===== src/rtl/mux_n_to_1_pipe.sv =====
// Registered N:1 word selector behind a 2-entry skid buffer with valid/ready on both sides.
// Optional macro MUX_SEL_ERR_EN: drop out-of-range selects and pulse sel_err instead of buffering zero.
module mux_n_to_1_pipe #(
  parameter int WIDTH  = 32,
  parameter int NUM_IN = 4,
  localparam int SEL_W = $clog2(NUM_IN)
) (
  input  logic                    clk,
  input  logic                    rst,
  input  logic [NUM_IN*WIDTH-1:0] in_data,
  input  logic [SEL_W-1:0]        in_sel,
  input  logic                    in_valid,
  output logic                    in_ready,
  output logic [WIDTH-1:0]        out_data,
  output logic [SEL_W-1:0]        out_sel,
  output logic                    out_valid,
  input  logic                    out_ready,
  output logic                    sel_err
);

  logic [WIDTH-1:0] head_data, skid_data, sel_data;
  logic [SEL_W-1:0] head_sel, skid_sel;
  logic             head_valid, skid_valid;
  logic [WIDTH-1:0] nxt_head_data, nxt_skid_data;
  logic [SEL_W-1:0] nxt_head_sel, nxt_skid_sel;
  logic             nxt_head_valid, nxt_skid_valid;
  logic             accept, pop, store;

  assign accept = in_valid & in_ready;
  assign pop    = head_valid & out_ready;

  // Out-of-range selects match no lane and fall through to an all-zero word.
  always_comb begin
    sel_data = '0;
    for (int k = 0; k < NUM_IN; k++) begin
      if (in_sel == SEL_W'(k)) sel_data = in_data[k*WIDTH +: WIDTH];
    end
  end

`ifdef MUX_SEL_ERR_EN
  logic sel_ok;
  assign sel_ok = (in_sel <= SEL_W'(NUM_IN - 1));
  assign store  = accept & sel_ok;

  always_ff @(posedge clk or posedge rst) begin
    if (rst) sel_err <= 1'b0;
    else     sel_err <= accept & ~sel_ok;
  end
`else
  assign store   = accept;
  assign sel_err = 1'b0;
`endif

  // Head is the oldest word; the skid slot only fills while the head is stalled.
  always_comb begin
    nxt_head_data  = head_data;
    nxt_head_sel   = head_sel;
    nxt_head_valid = head_valid;
    nxt_skid_data  = skid_data;
    nxt_skid_sel   = skid_sel;
    nxt_skid_valid = skid_valid;
    if (pop) begin
      if (skid_valid) begin
        nxt_head_data  = skid_data;
        nxt_head_sel   = skid_sel;
        nxt_skid_valid = store;
        if (store) begin
          nxt_skid_data = sel_data;
          nxt_skid_sel  = in_sel;
        end
      end else begin
        nxt_head_valid = store;
        if (store) begin
          nxt_head_data = sel_data;
          nxt_head_sel  = in_sel;
        end
      end
    end else if (store) begin
      if (!head_valid) begin
        nxt_head_data  = sel_data;
        nxt_head_sel   = in_sel;
        nxt_head_valid = 1'b1;
      end else begin
        nxt_skid_data  = sel_data;
        nxt_skid_sel   = in_sel;
        nxt_skid_valid = 1'b1;
      end
    end
  end

  // in_ready is registered from the next occupancy so out_ready never reaches it combinationally.
  always_ff @(posedge clk or posedge rst) begin
    if (rst) begin
      head_data  <= '0;
      head_sel   <= '0;
      head_valid <= 1'b0;
      skid_data  <= '0;
      skid_sel   <= '0;
      skid_valid <= 1'b0;
      in_ready   <= 1'b0;
    end else begin
      head_data  <= nxt_head_data;
      head_sel   <= nxt_head_sel;
      head_valid <= nxt_head_valid;
      skid_data  <= nxt_skid_data;
      skid_sel   <= nxt_skid_sel;
      skid_valid <= nxt_skid_valid;
      in_ready   <= ~(nxt_head_valid & nxt_skid_valid);
    end
  end

  assign out_data  = head_data;
  assign out_sel   = head_sel;
  assign out_valid = head_valid;

endmodule

===== config.mk =====
export PLATFORM = sky130hd
export DESIGN_NAME = mux_n_to_1_pipe
export DESIGN_NICKNAME = d
export VERILOG_FILES = /design/src/rtl/mux_n_to_1_pipe.sv
export SDC_FILE = /design/constraint.sdc
export NUM_CORES = 1
export LEC_CHECK = 0
export ABC_AREA = 1
export BUFFER_PORTS_ARGS = -buffer_cell sky130_fd_sc_hd__buf_4
export CORE_ASPECT_RATIO = 0.5
export CORE_UTILIZATION = 54
export CTS_BUF_LIST = sky130_fd_sc_hd__clkbuf_4 sky130_fd_sc_hd__clkbuf_8
export CTS_CLUSTER_DIAMETER = 30
export CTS_CLUSTER_SIZE = 16
export DETAILED_ROUTE_END_ITERATION = 6
export MAX_ROUTING_LAYER = met4
export PLACE_DENSITY = 0.95
export REMOVE_ABC_BUFFERS = 1
export SLEW_MARGIN = 10
export SYNTH_ARGS = -nofsm -noshare
export SYNTH_HDL_FRONTEND = slang
export SYNTH_SLANG_ARGS = --single-unit
export TNS_END_PERCENT = 5

===== constraint.sdc =====
create_clock -name clk -period 4.09 [get_ports clk]
set_input_delay 0.2045 -clock clk [delete_from_list [all_inputs] [get_ports clk]]
set_output_delay 0.2045 -clock clk [all_outputs]
set_load 0.03 [all_outputs]

Word level (Yosys, flattened, before mapping)
Index checks and enable logic that the tools add are counted.
{"block": "op_classes", "eq_ne": 5, "muxes": 29, "n_reduce_logical": 6, "bitwise": 4}
{"cell": "$mux 32", "n": 13}
{"cell": "$mux 2", "n": 9}
{"cell": "$mux 1", "n": 7}
{"cell": "$reduce_and 3->1", "n": 2}
{"cell": "$reduce_bool 2->1", "n": 3}
{"cell": "$eq 2x2->1 const B", "n": 2}
{"cell": "$and 1x1->1", "n": 3}
{"cell": "$eq 2x1->1 const B", "n": 1}
{"cell": "$logic_not 2->1", "n": 1}
{"cell": "$ne 2x1->1 const B", "n": 1}
{"cell": "$ne 2x2->1 const B", "n": 1}
{"cell": "$not 1->1", "n": 1}
{"block": "totals", "out_inout_bits": 37, "reg_bits": 71, "wordCells": 51, "input_bits": 134}

Longest topological paths before layout
{"block": "logic_depth", "depth_word": 8, "mapped_depth": 9, "ltp_nobuf": 7}

Worst setup path before layout
No wires, ideal clock.
{"block": "synth_path", "path_type": "flip-flop to flip-flop", "startpoint": "register head_valid (netlist: out_valid)", "endpoint": "register head_data[10] (netlist: out_data[10])", "required_ns": 3.973, "stages_incl_launch_ff": 9, "setup_ns": 0.117, "n_path_buf": 1, "synth_period_minus_slack_ns": 1.488, "t_arrival_ns": 1.372, "slack_ns": 2.602, "cell_sequence": "dfrtp_1 -> inv_1 -> nor2_1 -> inv_1 -> nand2_1 -> clkbuf_1 -> nor2_1 -> nand2_1 -> nand2_1"}
{"block": "synth_between", "elab_chain_cells": 3, "elab_cells_between_ends": 5, "classes_between": "eq/ne (1); mux (1); bitwise (1); reduce/logical (2)"}
{"element": "start, declared", "line": "23", "rtl": "logic head_valid, skid_valid;"}
{"element": "start signal, assigned", "line": "104", "rtl": "head_valid <= nxt_head_valid;"}
{"element": "$and 1x1->1", "line": "30", "rtl": "assign pop = head_valid & out_ready;"}
{"element": "$ne 2x1->1 (no source line) / $reduce_bool 2->1 (equally long branches)"}
{"element": "$reduce_and 3->1 (no source line)"}
{"element": "end signal, assigned", "line": "102", "rtl": "head_data <= nxt_head_data;"}
{"element": "end, declared", "line": "21", "rtl": "logic [WIDTH-1:0] head_data, skid_data, sel_data;"}
Parallel ways exist; a longest one is shown, timed or not.
A chain may end at the register's enable or synchronous reset.

Worst setup path in the final report
{"block": "layout_path", "startpoint": "register head_valid (netlist: out_valid)", "endpoint": "register head_data[29] (netlist: out_data[29])"}
The elaborated chain is that of the path after synthesis.

==> results.md <==
* Global-route wire length before repair at around 19000 um
* Die Y at 63.3 um
* Status: finished clean
* Crit path launch type: flip-flop
* Final Wtd Congestion at 0.761
* Number of global-route vias before repair at 4279
* Hold Crit Class: in -> async
* Leakage at 2.98 nW
* ANT cells at 0
* Final Hold Viols at 0
* Mapped Cells at between 500 and 600
* CTS tree: yes
* Setup TNS at 0 ns
* Vias at around 4400
* Fin nets at approximately 870
* Most frequent cells in the layout: 234 x nand2_1, 174 x buf_4, 71 x dfrtp_1
* Max_cap viols at 0
* Clk slew on worst S/H paths at 0.07 ns
* CTS sink count at 71
* Drt pass-1 iters at 5
* # DRC at 0
* Fin area at 0.00546 mm2
* Ys Warns at 0
* Largest net degree at the start of global routing at 67
* Initial antenna violation count at 0
* Clock Root Buffer: clkbuf_8
* Worst-Skew Late Latency at 0.34 ns
* Worst Setup Path Type: reg -> reg
* Worst path required time at 4.33 ns
* Placed cell area at 0.00529 mm2
* Final setup skew at around 0.0089 ns
* Syn-to-layout area delta at 34.6%
* Avg Cell Area, Syn at 6.80 um2
* CTS Buf Count at 9
* I/O Pins at about 170
* DIE AREA at 0.00788 mm2
* Worst Tran Pin Value at 1.02 ns
* PostCTS Resize Cnt at 0
* Most common cell after layout, fill and taps aside: nand2_1
* Post-route ant nets at 0
* Via/cell ratio at 5.25
* Final core utilization at 78.4%
* Routed wire length at 11400 um
* Distinct cells, synth at 19
* Seq/Total Area, Yosys at 43.8%
* Starting Density at between 50% and 60%
* Worst Path Arrival at 2.53 ns
* P per Cell Area at 613 mW/mm2
* Fillers at 534
* VDD IR max at 0.000333 V
* Clock Tree Buf Depth at 2
* Share of layout cells above drive strength 1 at a little over a quarter
* Min Clock Period, post-route at 2.30 ns
* Synth Cell Area at 0.00406 mm2
* Largest fanout on the critical path at 48
* Die Width at around 120 um
* GR Util All Layers at 31.2%
* Port Buf Inserts at 169
* 1st-iter DRT viols at 309
* Row count at 21
* Worst Setup End Kind: flip-flop
* Hold-fix buffer count after cts at 0
* Period utilization at a little under three fifths
* Max-slew violation count at 0
* Max Fclk at 435 MHz
* Setup Fix Bufs, Post-CTS at 0
* Final HPWL DP at 7880 um
* Flops & latches, synth at between 70 and 80
* H-tree Lvls at 3
* Slew HR at 31.8%
* GR Overflow Total at 0
* R2r setup slk at 1.79 ns
* Setup Viol. Count Final at 0
* Core footprint at 0.00696 mm2
* RSZ-0062 raised after global routing: false
* WL per Instance at 13.6 um
-- kinds of logic (layout without fill, tap and decap cells) --
kind of cell / Yosys count / after routing / synth area share [%]
buffers and inverters: 50 / 196 / 5.80
AOI/OAI and AO/OA: 73 / 73 / 9.10
and+or+nand+nor: 401 / 401 / 41.2
other: 1 / 1 / 0.0925
DFF: 71 / 71 / 43.8
-- synthesized netlist by cell type --
cell,count,area [um2]
o21ai_1,56,280
dfrtp_1,71,1780
buf_4,6,45.0
nand2_1,235,882
a21oi_1,4,20.0
clkbuf_1,11,41.3
buf_1,5,18.8
or2_0,9,56.3
conb_1,1,3.75
or2_2,2,12.5
inv_2,2,7.51
nor2_2,1,6.26
buf_2,20,100
o21ai_0,12,60.1
nor2_1,67,251
inv_1,6,22.5
or2_1,21,131
nand3_1,66,330
o21ai_2,1,8.76
-- flip-flops by register name, summed over array words and instances (netlist names) --
register	flops
in_ready	1
skid_sel	2
out_valid	1
out_sel	2
skid_valid	1
skid_data	32
out_data	32
-- power breakdown --
| group | leakage, nW | total (mW) | internal (mW) | switching, mW |
|---|---|---|---|---|
| sequential | 0.877 | 1.23 | 1.04 | 0.192 |
| combinational | 2.02 | 1.61 | 0.585 | 1.03 |
| clock | 0.0922 | 0.507 | 0.260 | 0.247 |
| total | 2.98 | 3.35 | 1.88 | 1.47 |
-- through the flow --
| step | total power, mW | setup slack (ns) | hold WS [ns] | std cells |
|---|---|---|---|---|
| 4_1_cts | 3.35 | 1.82 | 0.168 | 834 |
| 3_3_place_gp | 2.75 | 1.96 | 0.464 | 820 |
| 2_1_floorplan | 2.23 | 0.529 | 0.395 | 554 |
| 3_5_place_dp | 2.83 | 1.85 | 0.466 | 820 |
| 6_report | 3.35 | 1.79 | 0.0350 | 834 |
| 5_1_grt | 3.58 | 1.60 | 0.0976 | 834 |
-- worst max-delay path, stage by stage, from the launching register on --
cell     delay (ns)
dfrtp_1        0.40
inv_1          0.08
nor2_1         0.29
inv_1          0.12
nand2_2        0.70
buf_4          0.38
nor2_1         0.08
nand2_1        0.07
nand2_1        0.05
-- worst paths after layout --
path / cells past startpoint / from / end
min in group clk: 3 / in_valid / out_valid
hold reg to reg: 2 / out_data[28] / out_data[28]
setup / recovery: 8 / out_valid / out_data[29]
max in group asynchronous: 3 / rst / out_data[15]
setup reg to reg: 8 / out_valid / out_data[29]
hold / removal: 2 / rst / out_sel[0]
-- final cells by class --
cell class / instances / area [um2] / share of cell area [%]
clock inverter: 1 / 5.00 / 0.0917
timing repair buffer: 174 / 1310 / 23.9
sequential: 71 / 1780 / 32.5
tap: 92 / 115 / 2.11
inverter: 8 / 31.3 / 0.573
clock buffer: 13 / 166 / 3.05
multi-input combinational: 475 / 2060 / 37.7
-- metal layers --
metal | GRT usage [%] | vias to the layer above | part of all wire, % | wire length (um)
met3 | 5.52 | 24 | 5.8 | 655
met5 | - | - | 0 | 0
met2 | 54.4 | 143 | 50 | 5710
met1 | 36.3 | 2034 | 42 | 4740
li1 | - | 2176 | - | -
met4 | 12.3 | 0 | 2.3 | 262
No activity file was read; power rests on OpenSTA's default activity.
